**src/rtl/mips_rf_pkg.sv**
```systemverilog
// rtl/mips_rf_pkg.sv - shared types and helpers for the MIPS register file
package mips_rf_pkg;

    typedef enum logic [0:0] {
        RF_INIT = 1'b0,
        RF_RUN  = 1'b1
    } rf_state_e;

    localparam int ZERO_ADDR = 0;

    function automatic int rf_clog2(input int value);
        int w;
        w = 0;
        while ((1 << w) < value) begin
            w = w + 1;
        end
        return w;
    endfunction

endpackage

```
**src/rtl/mips_rf_scoreboard.sv**
```systemverilog
// rtl/mips_rf_scoreboard.sv - per-register busy bits for multi-cycle producers
module mips_rf_scoreboard
    import mips_rf_pkg::*;
#(
    parameter int NUM_REGS = 32,
    parameter int ADDR_W   = rf_clog2(NUM_REGS)
) (
    input  logic                clk,
    input  logic                rst_n,
    input  logic                flush,
    input  logic                set_en,
    input  logic [ADDR_W-1:0]   set_addr,
    input  logic                clr_en,
    input  logic [ADDR_W-1:0]   clr_addr,
    output logic [NUM_REGS-1:0] busy
);

    always_ff @(posedge clk or negedge rst_n) begin
        if (!rst_n) begin
            busy <= '0;
        end else if (flush) begin
            busy <= '0;
        end else begin
            // A producer issued in the same cycle as a writeback keeps the register busy
            for (int i = 0; i < NUM_REGS; i++) begin
                if (set_en && (set_addr == ADDR_W'(i))) begin
                    busy[i] <= 1'b1;
                end else if (clr_en && (clr_addr == ADDR_W'(i))) begin
                    busy[i] <= 1'b0;
                end
            end
        end
    end

endmodule

```
**src/rtl/mips_regfile_sb.sv**
```systemverilog
// rtl/mips_regfile_sb.sv - register file with clear sequencer, write bypass and busy scoreboard
module mips_regfile_sb
    import mips_rf_pkg::*;
#(
    parameter int NUM_REGS = 32,
    parameter int DATA_W   = 32,
    parameter int NUM_RD   = 2,
    parameter int RA_INIT  = 255,
    parameter int ADDR_W   = rf_clog2(NUM_REGS)
) (
    input  logic                     clk,
    input  logic                     rst_n,
    input  logic                     clear_req,
    input  logic [NUM_RD*ADDR_W-1:0] rd_addr,
    output logic [NUM_RD*DATA_W-1:0] rd_data,
    output logic [NUM_RD-1:0]        rd_busy,
    input  logic                     wr_en,
    input  logic [ADDR_W-1:0]        wr_addr,
    input  logic [DATA_W-1:0]        wr_data,
    input  logic                     claim_en,
    input  logic [ADDR_W-1:0]        claim_addr,
    output logic                     ready
);

    localparam logic [0:0]        ST_INIT = 1'(RF_INIT);
    localparam logic [0:0]        ST_RUN  = 1'(RF_RUN);
    localparam logic [ADDR_W-1:0] ZERO    = ADDR_W'(ZERO_ADDR);
    localparam logic [ADDR_W-1:0] LAST    = ADDR_W'(NUM_REGS - 1);

    logic [0:0]          state;
    logic [ADDR_W-1:0]   ptr;
    logic [DATA_W-1:0]   mem [NUM_REGS];
    logic [NUM_REGS-1:0] busy_vec;
    logic                run;
    logic                wr_ok;
    logic                claim_ok;
    logic                flush;

    assign run      = (state == ST_RUN);
    assign ready    = run;
    assign flush    = run && clear_req;
    assign wr_ok    = run && !clear_req && wr_en && (wr_addr != ZERO);
    assign claim_ok = run && !clear_req && claim_en && (claim_addr != ZERO);

    always_ff @(posedge clk or negedge rst_n) begin
        if (!rst_n) begin
            state <= ST_INIT;
            ptr   <= '0;
        end else if (state == ST_INIT) begin
            ptr <= ptr + 1'b1;
            if (ptr == LAST) begin
                state <= ST_RUN;
            end
        end else if (clear_req) begin
            state <= ST_INIT;
            ptr   <= '0;
        end
    end

    // Storage has no reset; the sequencer is the only thing that initialises it
    always_ff @(posedge clk) begin
        if (state == ST_INIT) begin
            mem[ptr] <= (ptr == LAST) ? DATA_W'(RA_INIT) : '0;
        end else if (wr_ok) begin
            mem[wr_addr] <= wr_data;
        end
    end

    mips_rf_scoreboard #(
        .NUM_REGS (NUM_REGS),
        .ADDR_W   (ADDR_W)
    ) u_scoreboard (
        .clk      (clk),
        .rst_n    (rst_n),
        .flush    (flush),
        .set_en   (claim_ok),
        .set_addr (claim_addr),
        .clr_en   (wr_ok),
        .clr_addr (wr_addr),
        .busy     (busy_vec)
    );

    for (genvar i = 0; i < NUM_RD; i++) begin : g_rd
        logic [ADDR_W-1:0] ra;
        assign ra = rd_addr[i*ADDR_W +: ADDR_W];

        always_comb begin
            rd_data[i*DATA_W +: DATA_W] = '0;
            rd_busy[i]                  = 1'b0;
            if (run && (ra != ZERO)) begin
                if (wr_en && (wr_addr == ra)) begin
                    rd_data[i*DATA_W +: DATA_W] = wr_data;
                end else begin
                    rd_data[i*DATA_W +: DATA_W] = mem[ra];
                    rd_busy[i]                  = busy_vec[ra];
                end
            end
        end
    end

endmodule
```
**config.mk**
```make
export PLATFORM = sky130hd
export DESIGN_NAME = mips_regfile_sb
export DESIGN_NICKNAME = d
export VERILOG_FILES = /design/src/rtl/mips_rf_pkg.sv /design/src/rtl/mips_rf_scoreboard.sv /design/src/rtl/mips_regfile_sb.sv
export SDC_FILE = /design/constraint.sdc
export NUM_CORES = 1
export LEC_CHECK = 0
export CORE_ASPECT_RATIO = 0.75
export CORE_MARGIN = 2
export CORE_UTILIZATION = 47
export CTS_BUF_LIST = sky130_fd_sc_hd__clkbuf_2 sky130_fd_sc_hd__clkbuf_4 sky130_fd_sc_hd__clkbuf_8
export DETAILED_ROUTE_END_ITERATION = 16
export DONT_BUFFER_PORTS = 1
export HOLD_SLACK_MARGIN = 0.05
export SYNTH_ARGS = -nofsm -noshare
export SYNTH_HDL_FRONTEND = slang
export SYNTH_HIERARCHICAL = 1
export SYNTH_SLANG_ARGS = --single-unit
```
**constraint.sdc**
```tcl
create_clock -name clk -period 3.4 [get_ports clk]
set_input_delay 0 -clock clk [delete_from_list [all_inputs] [get_ports clk]]
set_output_delay 0 -clock clk [all_outputs]
set_load 0.02 [all_outputs]
```
==> results of run 1 <==
[per-stage QoR]
step	instances	cell area [um^2]	TNS, ps
CTS	4505	56400	0
floorplan	2838	50200	-100230
global route	4510	56400	-38.1
detailed placement	4139	52400	0
global placement	4139	52400	0
finish	4511	56400	-123
[repair_timing]
action	in CTS	in global routing
endpoints found under the hold margin	1545	0
cloned	0	0
resized for setup	2	3
setup endpoints to repair	1	2
pin swaps	0	0
hold buffers	70	0
[state kept, by name, indices dropped and copies added (netlist names)]
register and cells:
ready 1, ptr 5, u_scoreboard/busy 32, mem 1024
[worst max path at each step]
stage	from	end	slack, ps	cells after the start
4_1_cts	ready$_DFF_PN0_	u_scoreboard/busy[8]$_DFFE_PN0P_	100	8
3_3_place_gp	ready$_DFF_PN0_	mem[27][2]$_DFFE_PP_	400	5
3_5_place_dp	ready$_DFF_PN0_	mem[25][22]$_DFFE_PP_	340	7
5_1_grt	ready$_DFF_PN0_	u_scoreboard/busy[8]$_DFFE_PN0P_	-40	8
6_report	rd_addr[5]	rd_data[61]	-120	4
2_1_floorplan	ready$_DFF_PN0_	mem[0][0]$_DFFE_PP_	-200	7
[metal layers]
| layer | vias to the layer above | wire, um | share of wire, % | GRT usage [%] |
|---|---|---|---|---|
| li1 | 12500 | - | - | - |
| met5 | - | 27 | 0.016 | 0 |
| met3 | 404 | 21100 | 13 | 8.28 |
| met4 | 4 | 7080 | 4.2 | 13.8 |
| met2 | 2353 | 73900 | 44 | 44.4 |
| met1 | 16700 | 66200 | 39 | 43.4 |
[worst min-delay path: stages]
cell and delay, ps:
and3b_2 250, nand3b_1 100, o21ai_1 80, nand2_1 130
nor2_4 190
[area by class of cell]
class / instances / share of cell area (%)
clock inverter: 67 / 0.827
timing repair buffer: 194 / 3.38
tap: 1417 / 3.14
clock buffer: 229 / 4.99
multi-input combinational: 1525 / 31.4
sequential: 1062 / 56.2
inverter: 11 / 0.0776
antenna: 6 / 0.0266
[cells in the final DEF (no fill, tap or decap), types with 5 or more instances in the layout]
master            n
a2111oi_1        10
buf_4           103
edfxtp_1       1024
a2111oi_0         8
mux4_2          373
o22ai_1          34
o311ai_1          7
and2_1           26
nand2b_1          6
buf_12           22
clkbuf_8        175
nor2_1            6
clkinv_2         14
diode_2           6
inv_1             8
o21ai_1          63
a21o_1            9
nand3_1          10
a221oi_1         94
nand2_1          20
a22oi_1         121
nor2b_4           5
a211o_1          31
bufinv_16         5
clkinvlp_4        5
dfrtp_1          38
clkinv_1         37
o221ai_1         32
a22o_1           53
clkbuf_4         54
a211oi_1         14
xnor2_1           8
o211ai_1         25
o21ai_0          36
nor2_4           37
dlygate4sd3_1    68
mux2i_1         322
a21oi_1         112
[power by group]
part / internal (W) / switching (W)
clock network: 0.00575 / 0.00517
registers: 0.0160 / 0.000600
logic: 0.00202 / 0.00348
total: 0.0238 / 0.00925
[cells by family after synthesis]
group,after synthesis,synth area share [%]
AO/OA/AOI/OAI,668,9.53
adder cells (fa/ha/maj),2,0.0498
XOR/XNOR,12,0.209
buffers and inverters,251,2.36
flip-flops,1062,63.1
multiplexers,696,23.2
AND/OR/NAND/NOR,147,1.57
==> reports/qor.txt, run 1 <==
Critical-path cell list - mux4_2 -> mux2i_1 -> a211oi_1 -> a211o_1
Delay-heaviest family, CP - multiplexers
Period utilisation layout - 104%
Drt pass-1 iters - 5
Gpl congestion - 0.973
WS Path Type - in -> out
Post-Syn Area per Cell - 17.7 um^2
Fin Clk Skew - 36.4 ps
DRC viols - 0
Layout cells sized above 1 - 26.4%
Final Slew Violations - 161
Worst-Margin Slew - 2420 ps
Pre-CTS setup slack - 342 ps
Initial antenna violation count - 7
Reg-to-reg slack, setup - 60 ps
Clock Sinks - 1062
Max_slew headroom - -61.5%
Row count - 103
Synthesized area - 50200 um^2
CTS tree - built
Via/cell ratio - 7.09
Synth unique cells - 59
RR Endpoint - u_scoreboard/busy[8]$_DFFE_PN0P_
CTS Root Cell - clkbuf_8
Total Power - 0.0330 W
Drt wl/cell - 37.3 um
GRT Overall Usage - 30.6%
Area leader, netlist - edfxtp_1
Hold path depth - 5
First-pass GRT wire length - 237000 um
Top-area cell type share of the netlist area - 61.2%
Cell at the slowest stage of the critical path - mux4_2
Worst setup margin - -123 ps
End-of-flow core utilization - 53.5%
Fin crit period - 3520 ps
DR vias - 32000
Die area - 110000 um^2
RSZ-0062 raised after global routing - true
Largest net degree at the start of global routing - 362
Worst path max stage delay - 1280 ps
Detail Route Antenna Nets - 0
Worst Setup Start Kind - input port
Fmax - 284 MHz
Area of the multi-input gates - 17700 um^2
Highest net fanout along the worst path - 361
Synth async-reset ratio - 3.58%
Chip height - 287 um
Routed WL - 168000 um
Post-CTS setup buffers - 0
Failing checks - max-slew violations, negative setup slack
Fin. Hold Viols - 0
Initial Utilization - 47.6%
Min-delay worst type - in -> reg
Vias in the first global route - 31800
Synth warn - 6
Core Region - 106000 um^2
Seq. cell area - 31700 um^2
Syn Nets - 2897
Buf/Inv on CP - 0
Worst reg2reg path depth - 8
Worst Hold End - mem[9][30]$_DFFE_PP_
P_leak - 19.1 nW
Hold slack - 109 ps
Yosys reg bits - 1062
Final-report setup violation count - 1
PD cells - 585 nW/um^2
Global route overflow - 0
Status - complete, but fails checks
VDD IR-drop max - 0.309 mV
Main synth FF type - edfxtp_1
Leading post-synthesis cells by cell area - edfxtp_1, mux4_2, mux2i_1
Total clock buffers created by CTS - 170
Mapped Cells - 2838
Final #Nets - 3023
Hold path start - clear_req
Critical Path AT - 3520 ps
Max-cap violation count - 0
Synth cell count leaders - edfxtp_1, mux4_2, mux2i_1
Area growth syn-to-layout - 12.3%
CP Data Required Time - 3400 ps
Die width - 381 um
Worst-path clk slew - 60 ps
Initial drt markers - 4545
Number of flops mapped to enable cells by yosys - 1024
Crit end category - output pin
Top-count cell post-synth - edfxtp_1
# IOs - 124
Port Buffer Count - 0
Clock buffer depth - 3
Fill cells - 8222
Clock latency on the worst-skew pair - 890 ps
Htree depth - 4
Dpl hpwl - 97700 um
Worst R2R Start - ready$_DFF_PN0_
Seq/Total Area, Yosys - 63.1%
No activity file was read; power rests on OpenSTA's default activity.
==> inputs of run 2 (changes only) <==
--- a/config.mk
+++ b/config.mk
@@ -12,6 +12,7 @@
 export DETAILED_ROUTE_END_ITERATION = 16
 export DONT_BUFFER_PORTS = 1
 export HOLD_SLACK_MARGIN = 0.05
+export RECOVER_POWER = 100
 export SYNTH_ARGS = -nofsm -noshare
 export SYNTH_HDL_FRONTEND = slang
 export SYNTH_HIERARCHICAL = 1
==> reports/qor.txt, run 2 (synthesis results as in run 1) <==
Port Buffer Count - 0 (unchanged)
CTS Root Cell - clkbuf_8 (unchanged)
Worst R2R Start - ready$_DFF_PN0_ (unchanged)
Fin. Hold Viols - 0 (unchanged)
Hold slack - 112 ps (was 109 ps)
Via/cell ratio - 7.09 (about the same)
Die area - 110000 um^2 (unchanged)
DRC viols - 0 (unchanged)
Highest net fanout along the worst path - 361 (unchanged)
Largest net degree at the start of global routing - 362 (unchanged)
Vias in the first global route - 31800 (unchanged)
Commonest non-fill, non-tap cell in the layout - edfxtp_1 (unchanged)
Drt wl/cell - 37.3 um (about the same)
Clock Sinks - 1062 (unchanged)
First-pass GRT wire length - 237000 um (unchanged)
Period utilisation layout - 102% (was 104%)
Detail Route Antenna Nets - 0 (unchanged)
RSZ-0062 raised after global routing - true (unchanged)
# IOs - 124 (unchanged)
WS Path Type - in -> out (unchanged)
Worst reg2reg path depth - 8 (unchanged)
Worst path max stage delay - 1250 ps (was 1280 ps)
Non-Filler Instances - 4513 (was 4511)
Critical-path cell list - mux4_2 -> mux2i_1 -> a211oi_1 -> a211o_1 (unchanged)
Crit end category - output pin (unchanged)
Final #Nets - 3023 (unchanged)
Max FFs per register - 1024 (unchanged)
Wl on met1 - 67000 um (was 66200 um)
Worst Setup Start Kind - input port (unchanged)
CP endpoint - rd_data[61] (unchanged)
Routed WL - 168000 um (about the same)
Met3 WL - 20200 um (was 21100 um)
Most flop-heavy register - mem (unchanged)
Core Region - 106000 um^2 (unchanged)
DR vias - 32000 (about the same)
CTS tree - built (unchanged)
Clock buffer depth - 3 (unchanged)
Min-delay worst type - in -> reg (unchanged)
Layout cells sized above 1 - 26.4% (about the same)
Clock latency on the worst-skew pair - 890 ps (about the same)
Global route overflow - 0 (unchanged)
Max_slew headroom - -55.3% (was -61.5%)
Chip height - 287 um (unchanged)
Area growth syn-to-layout - 12.3% (about the same)
Max layer used - met5 (unchanged)
P_leak - 19.1 nW (about the same)
Initial Utilization - 47.6% (unchanged)
Worst-path clk slew - 70 ps (was 60 ps)
Htree depth - 4 (unchanged)
Reg-to-reg slack, setup - 50 ps (was 60 ps)
Fin crit period - 3470 ps (was 3520 ps)
Worst Setup SP - rd_addr[5] (unchanged)
GRT Overall Usage - 30.6% (unchanged)
Die width - 381 um (unchanged)
Initial drt markers - 4573 (was 4545)
Max-cap violation count - 1 (was 0)
Final-report setup violation count - 1 (unchanged)
RR Endpoint - u_scoreboard/busy[8]$_DFFE_PN0P_ (unchanged)
Fin Clk Skew - 32.3 ps (was 36.4 ps)
Cell at the slowest stage of the critical path - mux4_2 (unchanged)
Met2 Routed Length - 74000 um (was 73900 um)
Worst-Margin Slew - 2330 ps (was 2420 ps)
Initial antenna violation count - 7 (unchanged)
Top flop regs - mem: 1024 flops, u_scoreboard/busy: 32 flops, ptr: 5 flops (unchanged)
CP Data Required Time - 3400 ps (about the same)
Final Slew Violations - 192 (was 161)
Status - complete, but fails checks (unchanged)
Total clock buffers created by CTS - 170 (unchanged)
Fmax - 288 MHz (was 284 MHz)
Gpl congestion - 0.973 (unchanged)
PD cells - 585 nW/um^2 (about the same)
Most frequent cells in the layout - edfxtp_1, mux4_2, mux2i_1 (unchanged)
Critical Path AT - 3470 ps (was 3520 ps)
VDD IR-drop max - 0.308 mV (was 0.309 mV)
Drt pass-1 iters - 6 (was 5)
Worst setup margin - -69.7 ps (was -123 ps)
Post-Place Cells - 4139 (unchanged)
Row count - 103 (unchanged)
Dpl hpwl - 97700 um (unchanged)
Failing checks - max-capacitance violations, max-slew violations, negative setup slack (was max-slew violations, negative setup slack)
[run 2: metrics by stage]
| stage | total power (W) | setup slack (ps) | utilization [%] | cell area [um^2] | TNS (ps) |
|---|---|---|---|---|---|
| after global routing | 0.0340 | -38.1 | 53.4 | 56400 | -38.1 |
| after floorplan | 0.0200 | -204 | - | 50200 | -100230 |
| after detailed placement | 0.0221 | 342 | 49.6 | 52400 | 0 |
| after CTS | 0.0330 | 103 | 53.4 | 56400 | 0 |
| after global placement | 0.0219 | 401 | 49.6 | 52400 | 0 |
| final | 0.0330 | -69.7 | 53.4 | 56400 | -69.7 |
[run 2: repair_timing]
action                                   CTS  global route
gates resized for setup                    2             3
buffers inserted                           0             0
endpoints found under the setup margin     1             2
endpoints found under the hold margin   1545             0
hold buffers                              70             0
[run 2: final cells by class]
class | instances | area [um^2]
inverter | 11 | 43.8
timing repair buffer | 194 | 1880
multi-input combinational | 1525 | 17700
clock buffer | 229 | 2810
tap | 1417 | 1770
clock inverter | 67 | 467
fill | 8226 | 49200
antenna | 8 | 20.0
sequential | 1062 | 31700
[run 2: layer usage]
layer | up-vias | GRT usage, %
li1 | 12500 | -
met1 | 16800 | 43.4
met2 | 2299 | 44.4
met3 | 383 | 8.28
met4 | 4 | 13.8
met5 | - | 0
[run 2: worst max-delay path: cells and delay by family]
| family | cells | cell delay [ps] |
|---|---|---|
| AO/OA/AOI/OAI | 2 | 630 |
| multiplexers | 2 | 1770 |
[run 2: worst min path at each step]
stage / from / to / slack (ps) / cells after the start
3_5_place_dp: rst_n / u_scoreboard/busy[4]$_DFFE_PN0P_ / -290 / 0
3_3_place_gp: rst_n / u_scoreboard/busy[12]$_DFFE_PN0P_ / -290 / 0
6_report: clear_req / mem[9][30]$_DFFE_PP_ / 110 / 5
2_1_floorplan: rst_n / ptr[0]$_DFFE_PN0P_ / -300 / 0
4_1_cts: clear_req / mem[9][30]$_DFFE_PP_ / 60 / 5
5_1_grt: clear_req / mem[9][22]$_DFFE_PP_ / 130 / 5
[run 2: report_power, final]
part	total (W)	leakage (nW)	internal, W	switching (W)
Combinational	0.00549	7.13	0.00201	0.00348
Sequential	0.0166	10.2	0.0160	0.000602
Clock	0.0109	1.73	0.00575	0.00516
Total	0.0330	19.1	0.0238	0.00925
